File: config.mk
export PLATFORM = sky130hd
export DESIGN_NAME = alu_mc
export DESIGN_NICKNAME = d
export VERILOG_FILES = /design/src/rtl/alu_mc.sv
export SDC_FILE = /design/constraint.sdc
export NUM_CORES = 1
export LEC_CHECK = 0
export BUFFER_PORTS_ARGS = -buffer_cell sky130_fd_sc_hd__buf_2
export CAP_MARGIN = 30
export CORE_UTILIZATION = 35
export DETAILED_ROUTE_END_ITERATION = 10
export PLACE_DENSITY = 0.51
export SETUP_SLACK_MARGIN = 0.3
export SYNTH_ARGS = -nofsm -noshare
export SYNTH_HDL_FRONTEND = slang
export SYNTH_SLANG_ARGS = --single-unit
File: constraint.sdc
create_clock -name CLK -period 9.05 [get_ports CLK]
set_input_delay 1.81 -clock CLK [delete_from_list [all_inputs] [get_ports CLK]]
set_output_delay 1.81 -clock CLK [all_outputs]
set_load 0.02 [all_outputs]
File: src/rtl/alu_mc.sv
// alu_mc: multi-cycle ALU; iterative shift-add multiply and restoring divide, single-cycle ops otherwise; ports CLK/RST/START/OPRN/OP1/OP2 in, OUT/OUT_HI/ZERO/ERR/BUSY/DONE out
module alu_mc #(
  parameter int DATA_WIDTH = 32,
  parameter int OPRN_WIDTH = 6
) (
  input  logic                  CLK,
  input  logic                  RST,
  input  logic                  START,
  input  logic [OPRN_WIDTH-1:0] OPRN,
  input  logic [DATA_WIDTH-1:0] OP1,
  input  logic [DATA_WIDTH-1:0] OP2,
  output logic [DATA_WIDTH-1:0] OUT,
  output logic [DATA_WIDTH-1:0] OUT_HI,
  output logic                  ZERO,
  output logic                  ERR,
  output logic                  BUSY,
  output logic                  DONE
);
  localparam int W  = DATA_WIDTH;
  localparam int CW = $clog2(W);
  localparam logic [CW-1:0] LAST = CW'(W - 1);
  localparam logic [OPRN_WIDTH-1:0] OP_ADD = 1, OP_SUB = 2, OP_MUL = 3, OP_SRL = 4, OP_SLL = 5,
    OP_AND = 6, OP_OR = 7, OP_NOR = 8, OP_SLT = 9, OP_QUO = 10, OP_REM = 11;
  typedef enum logic [1:0] {IDLE, MUL, DIV, FIN} state_t;
  state_t          r_state;
  logic [W-1:0]    r_a, r_h, r_b;
  logic [CW-1:0]   r_cnt;
  logic            r_rem;
  logic [W:0]      w_sum, w_t, w_diff;
  logic [W-1:0]    w_mh, w_ml, w_dr, w_dq, w_dout, w_res;
  logic            w_ge, w_div, w_err;
  // r_h:r_a is the product accumulator for MUL and remainder:dividend shifter for DIV
  always_comb begin
    w_sum  = {1'b0, r_h} + (r_a[0] ? {1'b0, r_b} : '0);
    w_mh   = w_sum[W:1];
    w_ml   = {w_sum[0], r_a[W-1:1]};
    w_t    = {r_h, r_a[W-1]};
    w_diff = w_t - {1'b0, r_b};
    w_ge   = w_t >= {1'b0, r_b};
    w_dr   = w_ge ? w_diff[W-1:0] : w_t[W-1:0];
    w_dq   = {r_a[W-2:0], w_ge};
    w_dout = r_rem ? w_dr : w_dq;
    w_div  = OPRN == OP_QUO || OPRN == OP_REM;
    w_err  = OPRN == '0 || OPRN > OP_REM || (w_div && OP2 == '0);
    // QUO/REM only reach this path on divide by zero
    w_res  = OPRN == OP_ADD ? OP1 + OP2 :
             OPRN == OP_SUB ? OP1 - OP2 :
             OPRN == OP_SRL ? OP1 >> OP2 :
             OPRN == OP_SLL ? OP1 << OP2 :
             OPRN == OP_AND ? OP1 & OP2 :
             OPRN == OP_OR  ? OP1 | OP2 :
             OPRN == OP_NOR ? ~(OP1 | OP2) :
             OPRN == OP_SLT ? {{(W-1){1'b0}}, OP1 < OP2} :
             OPRN == OP_QUO ? '1 :
             OPRN == OP_REM ? OP1 : '0;
  end
  always_ff @(posedge CLK) begin
    if (RST) begin
      r_state <= IDLE;
      r_a <= '0;
      r_h <= '0;
      r_b <= '0;
      r_cnt <= '0;
      r_rem <= 1'b0;
      OUT <= '0;
      OUT_HI <= '0;
      ZERO <= 1'b0;
      ERR <= 1'b0;
      BUSY <= 1'b0;
      DONE <= 1'b0;
    end else begin
      DONE <= 1'b0;
      case (r_state)
        IDLE: if (START) begin
          r_a <= OP1;
          r_b <= OP2;
          r_h <= '0;
          r_cnt <= '0;
          r_rem <= OPRN == OP_REM;
          BUSY <= 1'b1;
          if (OPRN == OP_MUL) r_state <= MUL;
          else if (w_div && OP2 != '0) r_state <= DIV;
          else begin
            r_state <= FIN;
            DONE <= 1'b1;
            OUT <= w_res;
            OUT_HI <= '0;
            ZERO <= w_res == '0;
            ERR <= w_err;
          end
        end
        MUL: begin
          r_h <= w_mh;
          r_a <= w_ml;
          r_cnt <= r_cnt + 1'b1;
          if (r_cnt == LAST) begin
            r_state <= FIN;
            DONE <= 1'b1;
            OUT <= w_ml;
            OUT_HI <= w_mh;
            ZERO <= w_ml == '0;
            ERR <= 1'b0;
          end
        end
        DIV: begin
          r_h <= w_dr;
          r_a <= w_dq;
          r_cnt <= r_cnt + 1'b1;
          if (r_cnt == LAST) begin
            r_state <= FIN;
            DONE <= 1'b1;
            OUT <= w_dout;
            OUT_HI <= '0;
            ZERO <= w_dout == '0;
            ERR <= 1'b0;
          end
        end
        default: begin
          r_state <= IDLE;
          BUSY <= 1'b0;
        end
      endcase
    end
  end
endmodule
==> metrics <==
clock skew after layout 0.01736 ns; count of standard-cell rows 91; leakage power summed over all cells 9.536 nW; dominant cells by area after synthesis dfxtp_1 (16%), ha_1 (9.5%), a21oi_1 (7.8%); Detailed Route Iter0 Violations 2,562; number of input and output port buffers inserted 140; GRT Total Usage 0.3417; Yosys top cell area share 0.1578; ANT nets after route 0; destination of the worst hold path OUT_HI[15]; initial cell density of the core 0.3537; worst relative slew slack 0.2782; unique cell type count in the Yosys netlist 97; detailed-route vias per instance 6.361; asr flop ratio synth 0; CTS tree done; commonest cells after routing, fill and taps aside nand2_1 (398), a21oi_1 (337), nor2_1 (326); post-route non-filler standard cell count 3,952; prevailing post-synth register cell dfxtp_1; endpoint of the worst register-to-register path ZERO; DR vias 25.14k; number of buffers inserted by post-CTS setup repair 0; flip-flop and latch count after synthesis 172; Total Routed Length 111.2 mm; crit path capture type flop; Longest Clk Path Bufs 2; count of final hold-check violations 0; timing-limited maximum frequency 0.1450 GHz; Max Cap Viol 0; arrival time reported for the critical path endpoint 7.32 ns; cells on worst reg2reg path 15; Worst Setup Path Type in -> reg; clock slew seen by the registers of the worst setup and hold paths 0.09 ns; count of flip-flops with a built-in enable after synthesis 0; final critical-path required period 6.896 ns; Power per Cell Area 201.6 mW/mm2; Synth Cell Area 0.02183 mm2; most area-hungry cell type in the Yosys netlist dfxtp_1; run status finished clean; Hold Path Depth 2; largest net degree at the start of global routing 81; number of buffers added by the clock tree synthesis step 17; buffer type at the clock tree root clkbuf_16; post-route DRC violation count 0; Synth Warn # 0; per-instance average area after synthesis 7.005 um2; maximum fanout count along the critical path 34; Pre-Repair DR Iteration Count 6; Worst setup SP type input port; number of antenna violations at the first check in global routing 1; number of cells in the design after placement 3,919; # IOs 141; number of pins exceeding their max-slew limit in the final report 0; grt ovf 0; clock latency of the later-clocked register in the worst-skew pair 0.47 ns; share of post-route cells with drive strength above 1 0.1111; H-tree lvl count 4; number of nets in the finished design 3,344; HPWL after detailed placement 85.75 mm; worst flop-to-flop path startpoint r_b[11]; source of the worst hold timing path OUT_HI[15]; Hold/Removal Path Class reg -> reg; number of global-route vias before repair 23.83k; global-route wire length before repair 162.1 mm; actual transition at the worst max-transition pin 1.069 ns; gate count after technology mapping 3,116; setup slack, reg-to-reg 3.55 ns; # clock sinks 172; RSZ-0062 raised after global routing no; Die H 251.7 um; Fin Setup TNS 0 ns; Die ar. 0.06337 mm2; final setup violation count 0; maximum vdd drop 0.1630 mV; horizontal die dimension 251.7 um; Wirelength per Cell 28.14 um; CTS hold repair buffers 0; Mapped Nets 3,359; Core Footprint 0.06171 mm2; share of the clock period used by the worst path after layout 0.7620; area grow syn2layout 9.074%; final RePlAce weighted congestion 0.9901; PostCTS Resize Cnt 0; Required @ worst endpoint 9.47 ns; commonest non-fill, non-tap cell in the layout nand2_1; sequential area share after synthesis 0.1578
-- critical path, cell delays in order --
cell	delay (ns)
buf_2	0.16
nor4_1	0.48
nand4_1	0.63
nor4_1	0.64
buf_4	0.23
o21ai_1	0.15
a21oi_4	0.18
buf_4	0.45
o21bai_1	0.28
nor3b_1	0.25
nand4b_1	0.15
or4_1	0.62
nor4_1	0.52
nand4bb_1	0.17
nor4b_1	0.37
a211o_1	0.18
-- state kept, by name (all words and copies together) (netlist names), 2 cells and up --
name,flops
OUT_HI,32
r_a,32
r_state,2
OUT,32
r_h,32
r_cnt,5
r_b,32
-- where the power goes --
part / internal, mW / switching, mW
Combinational: 0.914 / 1.96
Sequential: 0.937 / 0.216
Clock: 0.373 / 0.395
Total: 2.22 / 2.58
-- cell type report --
class | instances | area, um2
clock inverters | 15 | 175.2
well taps | 837 | 1047
fillers | 6729 | 37900
multi-input cells | 2559 | 17000
clock buffers | 17 | 425.4
diodes | 1 | 2.502
inverters | 158 | 593.1
flip-flops and latches | 172 | 3445
repair buffers | 193 | 1125
-- metrics by stage --
step	area, um2	utilization	setup slack (ns)	power, mW	hold slack (ns)
after floorplan	21830	-	2.483	2.952	0.4362
after global placement	23170	0.3755	1.784	3.977	0.4420
after detailed placement	23200	0.3760	1.726	3.985	0.4430
after CTS	23810	0.3858	2.211	4.757	0.4540
after global routing	23810	0.3858	1.968	5.056	0.4791
final	23810	0.3858	2.154	4.800	0.4515
-- cell usage after synthesis (all sizes together), types with 19 or more instances --
cell,n
a211o,28
a211oi,46
a21o,47
a21oi,340
a221oi,29
a22oi,43
a31oi,39
and2,51
and3,19
buf,47
clkbuf,180
dfxtp,172
ha,166
inv,156
mux2,32
mux2i,63
mux4,44
nand2,400
nand2b,29
nand3,59
nand4,40
nor2,331
nor2b,32
nor3,71
nor4,29
o211ai,43
o21ai,160
o21bai,26
o221ai,36
o22ai,23
xnor2,42
-- routing by layer --
metal | track usage | share of wire | vias to the layer above
li1 | - | - | 11480
met1 | 0.4401 | 0.42 | 12330
met2 | 0.5676 | 0.46 | 1081
met3 | 0.03270 | 0.059 | 239
met4 | 0.1714 | 0.053 | 2
met5 | 0 | 0.00013 | -
-- how the worst max path moves through the flow --
stage | from | endpoint | slack, ns | depth (start not counted)
after detailed placement | OP2[12] | ZERO | 1.73 | 16
after global routing | OP2[13] | ZERO | 1.97 | 16
final | OP2[12] | ZERO | 2.15 | 16
after global placement | OP2[13] | ZERO | 1.78 | 16
after floorplan | OP2[2] | ZERO | 2.48 | 20
after CTS | OP2[12] | ZERO | 2.21 | 16
-- cell families (layout without fill, tap and decap cells) --
kind of cell             after synthesis  count (layout)  synth area share
AND/OR/NAND/NOR                     1143            1143            0.2413
AO/OA/AOI/OAI                       1050            1050            0.3197
buffers and inverters                385             383           0.06862
flip-flops                           172             172            0.1578
adder cells (fa/ha/maj)              170             170           0.09882
multiplexers                         139             139           0.09097
XOR/XNOR                              57              57           0.02287
other                                  0               1                 0
Power figures use the tool's default switching activity.
